--- src/rtl/cpu_pkg.sv ---
// Shared definitions for the pipelined MIPS CPU: datapath defaults, branch
// type encodings and ALU operation codes.
package cpu_pkg;

    localparam int DEF_DATA_W     = 32;
    localparam int DEF_REG_ADDR_W = 5;

    typedef enum logic [1:0] {
        BR_NONE = 2'b00,
        BR_EQ   = 2'b01,
        BR_NE   = 2'b10,
        BR_LTU  = 2'b11
    } br_type_e;

    localparam logic [1:0] ALU_ADD = 2'd0;
    localparam logic [1:0] ALU_SUB = 2'd1;
    localparam logic [1:0] ALU_AND = 2'd2;
    localparam logic [1:0] ALU_OR  = 2'd3;

endpackage

--- src/rtl/ex_mem_reg_branch_cond.sv ---
// Combinational branch resolution from the ALU comparison flags; shared with
// any early-branch unit.
module branch_cond
    import cpu_pkg::*;
(
    input  logic [1:0] br_type,
    input  logic       a_eq_b,
    input  logic       a_less_b,
    input  logic       valid,
    output logic       taken
);

    // Select the flag that decides each branch flavour.
    always_comb begin
        taken = 1'b0;
        case (br_type_e'(br_type))
            BR_NONE: taken = 1'b0;
            BR_EQ:   taken = valid & a_eq_b;
            BR_NE:   taken = valid & ~a_eq_b;
            BR_LTU:  taken = valid & a_less_b;
            default: taken = 1'b0;
        endcase
    end

endmodule

--- src/rtl/ex_mem_reg.sv ---
// EX/MEM pipeline register: captures ALU results and control, resolves
// branches into a one-cycle redirect pulse, and counts retired/taken events.
module ex_mem_reg
    import cpu_pkg::*;
#(
    parameter int DATA_W     = DEF_DATA_W,
    parameter int REG_ADDR_W = DEF_REG_ADDR_W,
    parameter int CNT_W      = 32
) (
    input  logic                  clk,
    input  logic                  rst_n,
    input  logic                  stall,
    input  logic                  flush,
    input  logic                  ex_valid,
    input  logic [DATA_W-1:0]     ex_result,
    input  logic                  ex_a_eq_b,
    input  logic                  ex_a_less_b,
    input  logic [DATA_W-1:0]     ex_store_data,
    input  logic [REG_ADDR_W-1:0] ex_rd,
    input  logic                  ex_reg_write,
    input  logic                  ex_mem_read,
    input  logic                  ex_mem_write,
    input  logic                  ex_mem_to_reg,
    input  logic [1:0]            ex_br_type,
    input  logic [DATA_W-1:0]     ex_br_target,
    output logic                  mem_valid,
    output logic [DATA_W-1:0]     mem_result,
    output logic [DATA_W-1:0]     mem_store_data,
    output logic [REG_ADDR_W-1:0] mem_rd,
    output logic                  mem_reg_write,
    output logic                  mem_mem_read,
    output logic                  mem_mem_write,
    output logic                  mem_mem_to_reg,
    output logic                  redirect,
    output logic [DATA_W-1:0]     redirect_pc,
    output logic                  load_pending,
    output logic [CNT_W-1:0]      retired_cnt,
    output logic [CNT_W-1:0]      taken_cnt
);

    logic                  taken_s;
    logic                  load_s;
    logic                  valid_r;
    logic [DATA_W-1:0]     result_r;
    logic [DATA_W-1:0]     store_data_r;
    logic [REG_ADDR_W-1:0] rd_r;
    logic                  reg_write_r;
    logic                  mem_read_r;
    logic                  mem_write_r;
    logic                  mem_to_reg_r;
    logic                  redirect_r;
    logic [DATA_W-1:0]     redirect_pc_r;
    logic                  load_pending_r;
    logic [CNT_W-1:0]      retired_r;
    logic [CNT_W-1:0]      taken_r;

    branch_cond u_branch_cond (
        .br_type  (ex_br_type),
        .a_eq_b   (ex_a_eq_b),
        .a_less_b (ex_a_less_b),
        .valid    (ex_valid),
        .taken    (taken_s)
    );

    assign load_s = ~flush & ~stall;

    // Pipeline entry: flush squashes control, stall holds, otherwise capture.
    always_ff @(posedge clk or negedge rst_n) begin
        if (!rst_n) begin
            valid_r        <= 1'b0;
            result_r       <= '0;
            store_data_r   <= '0;
            rd_r           <= '0;
            reg_write_r    <= 1'b0;
            mem_read_r     <= 1'b0;
            mem_write_r    <= 1'b0;
            mem_to_reg_r   <= 1'b0;
            redirect_r     <= 1'b0;
            redirect_pc_r  <= '0;
            load_pending_r <= 1'b0;
        end else if (flush) begin
            // Data fields keep stale values; nothing downstream reads them without valid.
            valid_r        <= 1'b0;
            reg_write_r    <= 1'b0;
            mem_read_r     <= 1'b0;
            mem_write_r    <= 1'b0;
            mem_to_reg_r   <= 1'b0;
            redirect_r     <= 1'b0;
            load_pending_r <= 1'b0;
        end else if (stall) begin
            redirect_r     <= 1'b0;
        end else begin
            valid_r        <= ex_valid;
            result_r       <= ex_result;
            store_data_r   <= ex_store_data;
            rd_r           <= ex_rd;
            reg_write_r    <= ex_valid & ex_reg_write & (ex_rd != '0);
            mem_read_r     <= ex_valid & ex_mem_read;
            mem_write_r    <= ex_valid & ex_mem_write;
            mem_to_reg_r   <= ex_valid & ex_mem_to_reg;
            redirect_r     <= taken_s;
            redirect_pc_r  <= ex_br_target;
            load_pending_r <= ex_valid & ex_mem_read;
        end
    end

    // Statistics: an entry retires when it leaves to WB; taken counts loaded redirects.
    always_ff @(posedge clk or negedge rst_n) begin
        if (!rst_n) begin
            retired_r <= '0;
            taken_r   <= '0;
        end else begin
            if (valid_r && !stall) begin
                retired_r <= retired_r + CNT_W'(1);
            end else begin
                retired_r <= retired_r;
            end
            if (load_s && taken_s) begin
                taken_r <= taken_r + CNT_W'(1);
            end else begin
                taken_r <= taken_r;
            end
        end
    end

    assign mem_valid      = valid_r;
    assign mem_result     = result_r;
    assign mem_store_data = store_data_r;
    assign mem_rd         = rd_r;
    assign mem_reg_write  = reg_write_r;
    assign mem_mem_read   = mem_read_r;
    assign mem_mem_write  = mem_write_r;
    assign mem_mem_to_reg = mem_to_reg_r;
    assign redirect       = redirect_r;
    assign redirect_pc    = redirect_pc_r;
    assign load_pending   = load_pending_r;
    assign retired_cnt    = retired_r;
    assign taken_cnt      = taken_r;

endmodule

--- config.mk ---
export PLATFORM = sky130hd
export DESIGN_NAME = ex_mem_reg
export DESIGN_NICKNAME = d
export VERILOG_FILES = /design/src/rtl/cpu_pkg.sv /design/src/rtl/ex_mem_reg_branch_cond.sv /design/src/rtl/ex_mem_reg.sv
export SDC_FILE = /design/constraint.sdc
export NUM_CORES = 1
export LEC_CHECK = 0
export ABC_AREA = 1
export CAP_MARGIN = 15
export CORE_UTILIZATION = 40
export CTS_CLUSTER_DIAMETER = 30
export DETAILED_ROUTE_END_ITERATION = 10
export GPL_TIMING_DRIVEN = 0
export PLACE_DENSITY = 0.77
export SLEW_MARGIN = 20
export SYNTH_ARGS = -nofsm -noshare
export SYNTH_HDL_FRONTEND = slang
export SYNTH_SLANG_ARGS = --single-unit
--- constraint.sdc ---
create_clock -name clk -period 1.4 [get_ports clk]
set_input_delay 0.35 -clock clk [delete_from_list [all_inputs] [get_ports clk]]
set_output_delay 0.35 -clock clk [all_outputs]
set_load 0.02 [all_outputs]
==> results by group <==
Worst setup path
  • Worst-path cell chain: nand2_1 > nor2_1 > nand3_2 > nor2_4 > buf_6 > nand3_2 > nand2_1 > nand2_1
  • CP most frequent cell: nand2_1
  • FF-to-FF setup slack: -110 ps
  • WP buf/inv: 1
  • Worst path max stage delay: roughly 420 ps
  • CP max stage cell: dfrtp_2
  • CP Capture Type: register
  • Reg2reg start: taken_cnt[4]
  • Worst r2r dst: taken_cnt[28]
  • Worst EP arrival: 1830 ps
  • Critical path's top delay family: simple AND/OR/NAND/NOR gates
  • Critical path required time: between 1500 and 2000 ps
  • Worst reg-to-reg path cell count: 8
  • Startpoint Class: register
  • CP max FO: 4
  • CP Class: reg2reg

Synthesis
  • Commonest register cell after synthesis: dfrtp_1
  • Post-synthesis adder-cell area fraction: less than 1%
  • Largest family of logic cells by synthesized area: simple AND/OR/NAND/NOR gates
  • Syn Area/Cell: 8.368 sq um
  • XOR/XNOR share of the synthesized area: 3.874%
  • Post-synthesis mux area share: 0%
  • Mapped cell area: 7590 sq um
  • EDFF count, synth: 0
  • Async S/R FF share, synth: 100.0%
  • Simple-gate portion of the synthesized area: around a third
  • Compound-Gate Fraction of Synth Area: roughly 1.3%
  • Cell count after synthesis: between 900 and 1,000
  • Seq cells post-synth: ~170
  • Synth warn: 0
  • Yosys cell types: 31
  • Synth Net Count: ~1,000
  • Seq/Total Area, Yosys: between 50% and 60%

Place
  • PortBufs: roughly 290
  • DP HPWL: roughly 16 mm
  • Cell Area, Placed: 10,830 sq um
  • GP Congestion: about 0.88

Drt
  • Drt first pass iters: 5
  • Post-route ant nets: 0
  • Total Routed Length: roughly 24 mm
  • Drt initial violations: ~380
  • # DRC: 0
  • Total number of vias: 7,580
  • Vias/cell: ~4.9
  • Detailed-route wire length per cell: between 15 and 20 um

Power and ir drop
  • Peak supply drop: 0.8116 mV
  • Leakage: about 6.3 nW
  • Total power: ~0.013 W
  • PD cells: 1138 nW/um^2

Outcome
  • Status: finished with violations
  • Failing checks: hold timing, setup timing

Floorplan
  • Core Area: 18,640 sq um
  • Chip width: 139.7 um
  • Overall die height: 139.7 um
  • Ports: roughly 290
  • # rows: 50
  • Die area: between 15,000 and 20,000 sq um
  • Starting Density: around two fifths

Timing
  • Post-route clock skew: 12.62 ps
  • Count of final max-slew check failures: 0
  • RSZ-0062 raised after global routing: yes
  • Final min period: approximately 1500 ps
  • Final Hold Vio Count: 83
  • Rel. slew slack: a little under three fifths
  • FMAX: 664.4 MHz
  • Smallest setup slack after layout: -105.1 ps
  • Final setup fails: 16
  • Final period util: 107.5%
  • Hold_ws: -82.48 ps
  • Worst Max-Slew Pin Slew: between 600 and 700 ps

Global routing
  • First-pass GRT wire length: roughly 37 mm
  • Antenna violations before repair: 2
  • Largest net degree at the start of global routing: 89
  • Total Routing Usage GR: between 20% and 30%
  • Grt ovf: 0
  • Vias in the first global route: roughly 7,200

Job
  • MaxCap Viol Count: 0

Finish
  • Most frequent cells in the layout: nand2_1, buf_2, dfrtp_1
  • Post-layout nets: 1,413
  • Most common cell after layout, fill and taps aside: nand2_1
  • Area delta synth->final: 55.69%
  • Final Cell Area: approximately 12,000 sq um
  • Layout cell share with drive strength beyond 1: approximately 33%

CTS
  • CTS clk-pin slew, worst paths: 70 ps
  • Skew-Pair Late Insertion Delay: 430 ps
  • H-tree depth: 4
  • Root Driver: clkbuf_16
  • Clk sinks: roughly 170
  • Total CTS buffers: 17
  • CTS tree: done
  • Clock Tree Buf Depth: 2

Worst hold path
  • Hold/Removal Path Class: in2async
logic make-up (layout without fill, tap and decap cells):
logic type	Yosys count	in the layout
compound gates	16	16
xor+xnor	31	31
fa+ha+maj	2	2
buf+inv	87	490
flops	171	171
other cells	0	2
simple gates	600	600
metrics by stage:
stage	utilization [%]	setup slack, ps	instances	TNS (ps)
after floorplan	-	-49.71	907	-146.0
after global placement	57.93	-7816	1426	-1352640
after detailed placement	58.11	-927.8	1427	-120440
after CTS	60.19	-36.88	1516	-226.9
after global routing	63.37	-198.5	1545	-3617
final	63.38	-105.1	1546	-931.4
metal layers:
metal	global-route usage (%)	vias up	part of all wire [%]
li1	-	3585	-
met1	28.20	3590	39
met2	41.58	346	51
met3	7.123	59	7.8
met4	8.444	0	2.6
met5	0	-	0
report_power, final:
group	switching, W	internal (W)	total (W)
clock	0.00212	0.00286	0.00498
combinational	0.00156	0.00110	0.00266
sequential	0.000360	0.00544	0.00580
total	0.00404	0.00940	0.0134
cell usage after synthesis, types with 3 or more instances:
| library cell | n | area share (%) |
|---|---|---|
| nand2_1 | 457 | 23 |
| dfrtp_1 | 171 | 56 |
| inv_1 | 57 | 2.8 |
| nor2_1 | 51 | 2.5 |
| nand3_1 | 31 | 2.0 |
| nand4_1 | 20 | 1.6 |
| xor2_1 | 18 | 2.1 |
| nor3_1 | 14 | 0.92 |
| xnor2_1 | 10 | 1.2 |
| buf_2 | 9 | 0.59 |
| o21ai_0 | 9 | 0.59 |
| nand3b_1 | 8 | 0.79 |
| clkbuf_1 | 7 | 0.35 |
| buf_1 | 5 | 0.25 |
| nor2_2 | 5 | 0.41 |
| a21oi_1 | 4 | 0.26 |
| nand2_4 | 4 | 0.59 |
| nor2_4 | 4 | 0.59 |
| a32o_1 | 3 | 0.40 |
| inv_2 | 3 | 0.15 |
| xnor2_2 | 3 | 0.64 |
how the worst max path moves through the flow:
stage / from / to / depth (start not counted) / slack, ps
detailed placement: stall / taken_cnt[24] / 10 / -930
CTS: retired_cnt[0] / retired_cnt[30] / 8 / -40
global placement: rst_n / mem_valid / 1 / -7820
finish: taken_cnt[4] / taken_cnt[28] / 8 / -110
global route: taken_cnt[5] / taken_cnt[30] / 8 / -200
floorplan: retired_cnt[10] / retired_cnt[31] / 7 / -50
repair_timing:
item / in CTS / in global routing
buffers inserted: 56 / 27
cloned: 1 / 2
endpoints found under the setup margin: 332 / 124
pin swaps: 19 / 36
hold endpoints to repair: 83 / 47
resized for setup: 762 / 123
layout make-up:
class | count | area (sq um)
Antenna cell | 2 | 5.005
Buffer | 25 | 152.6
Clock buffer | 18 | 429.2
Clock inverter | 14 | 185.2
Fill cell | 1535 | 6827
Inverter | 61 | 239.0
Multi-Input combinational cell | 649 | 3328
Sequential cell | 171 | 4320
Tap cell | 234 | 292.8
Timing Repair Buffer | 372 | 2864
Note: power is estimated with default switching activity, not from simulation.
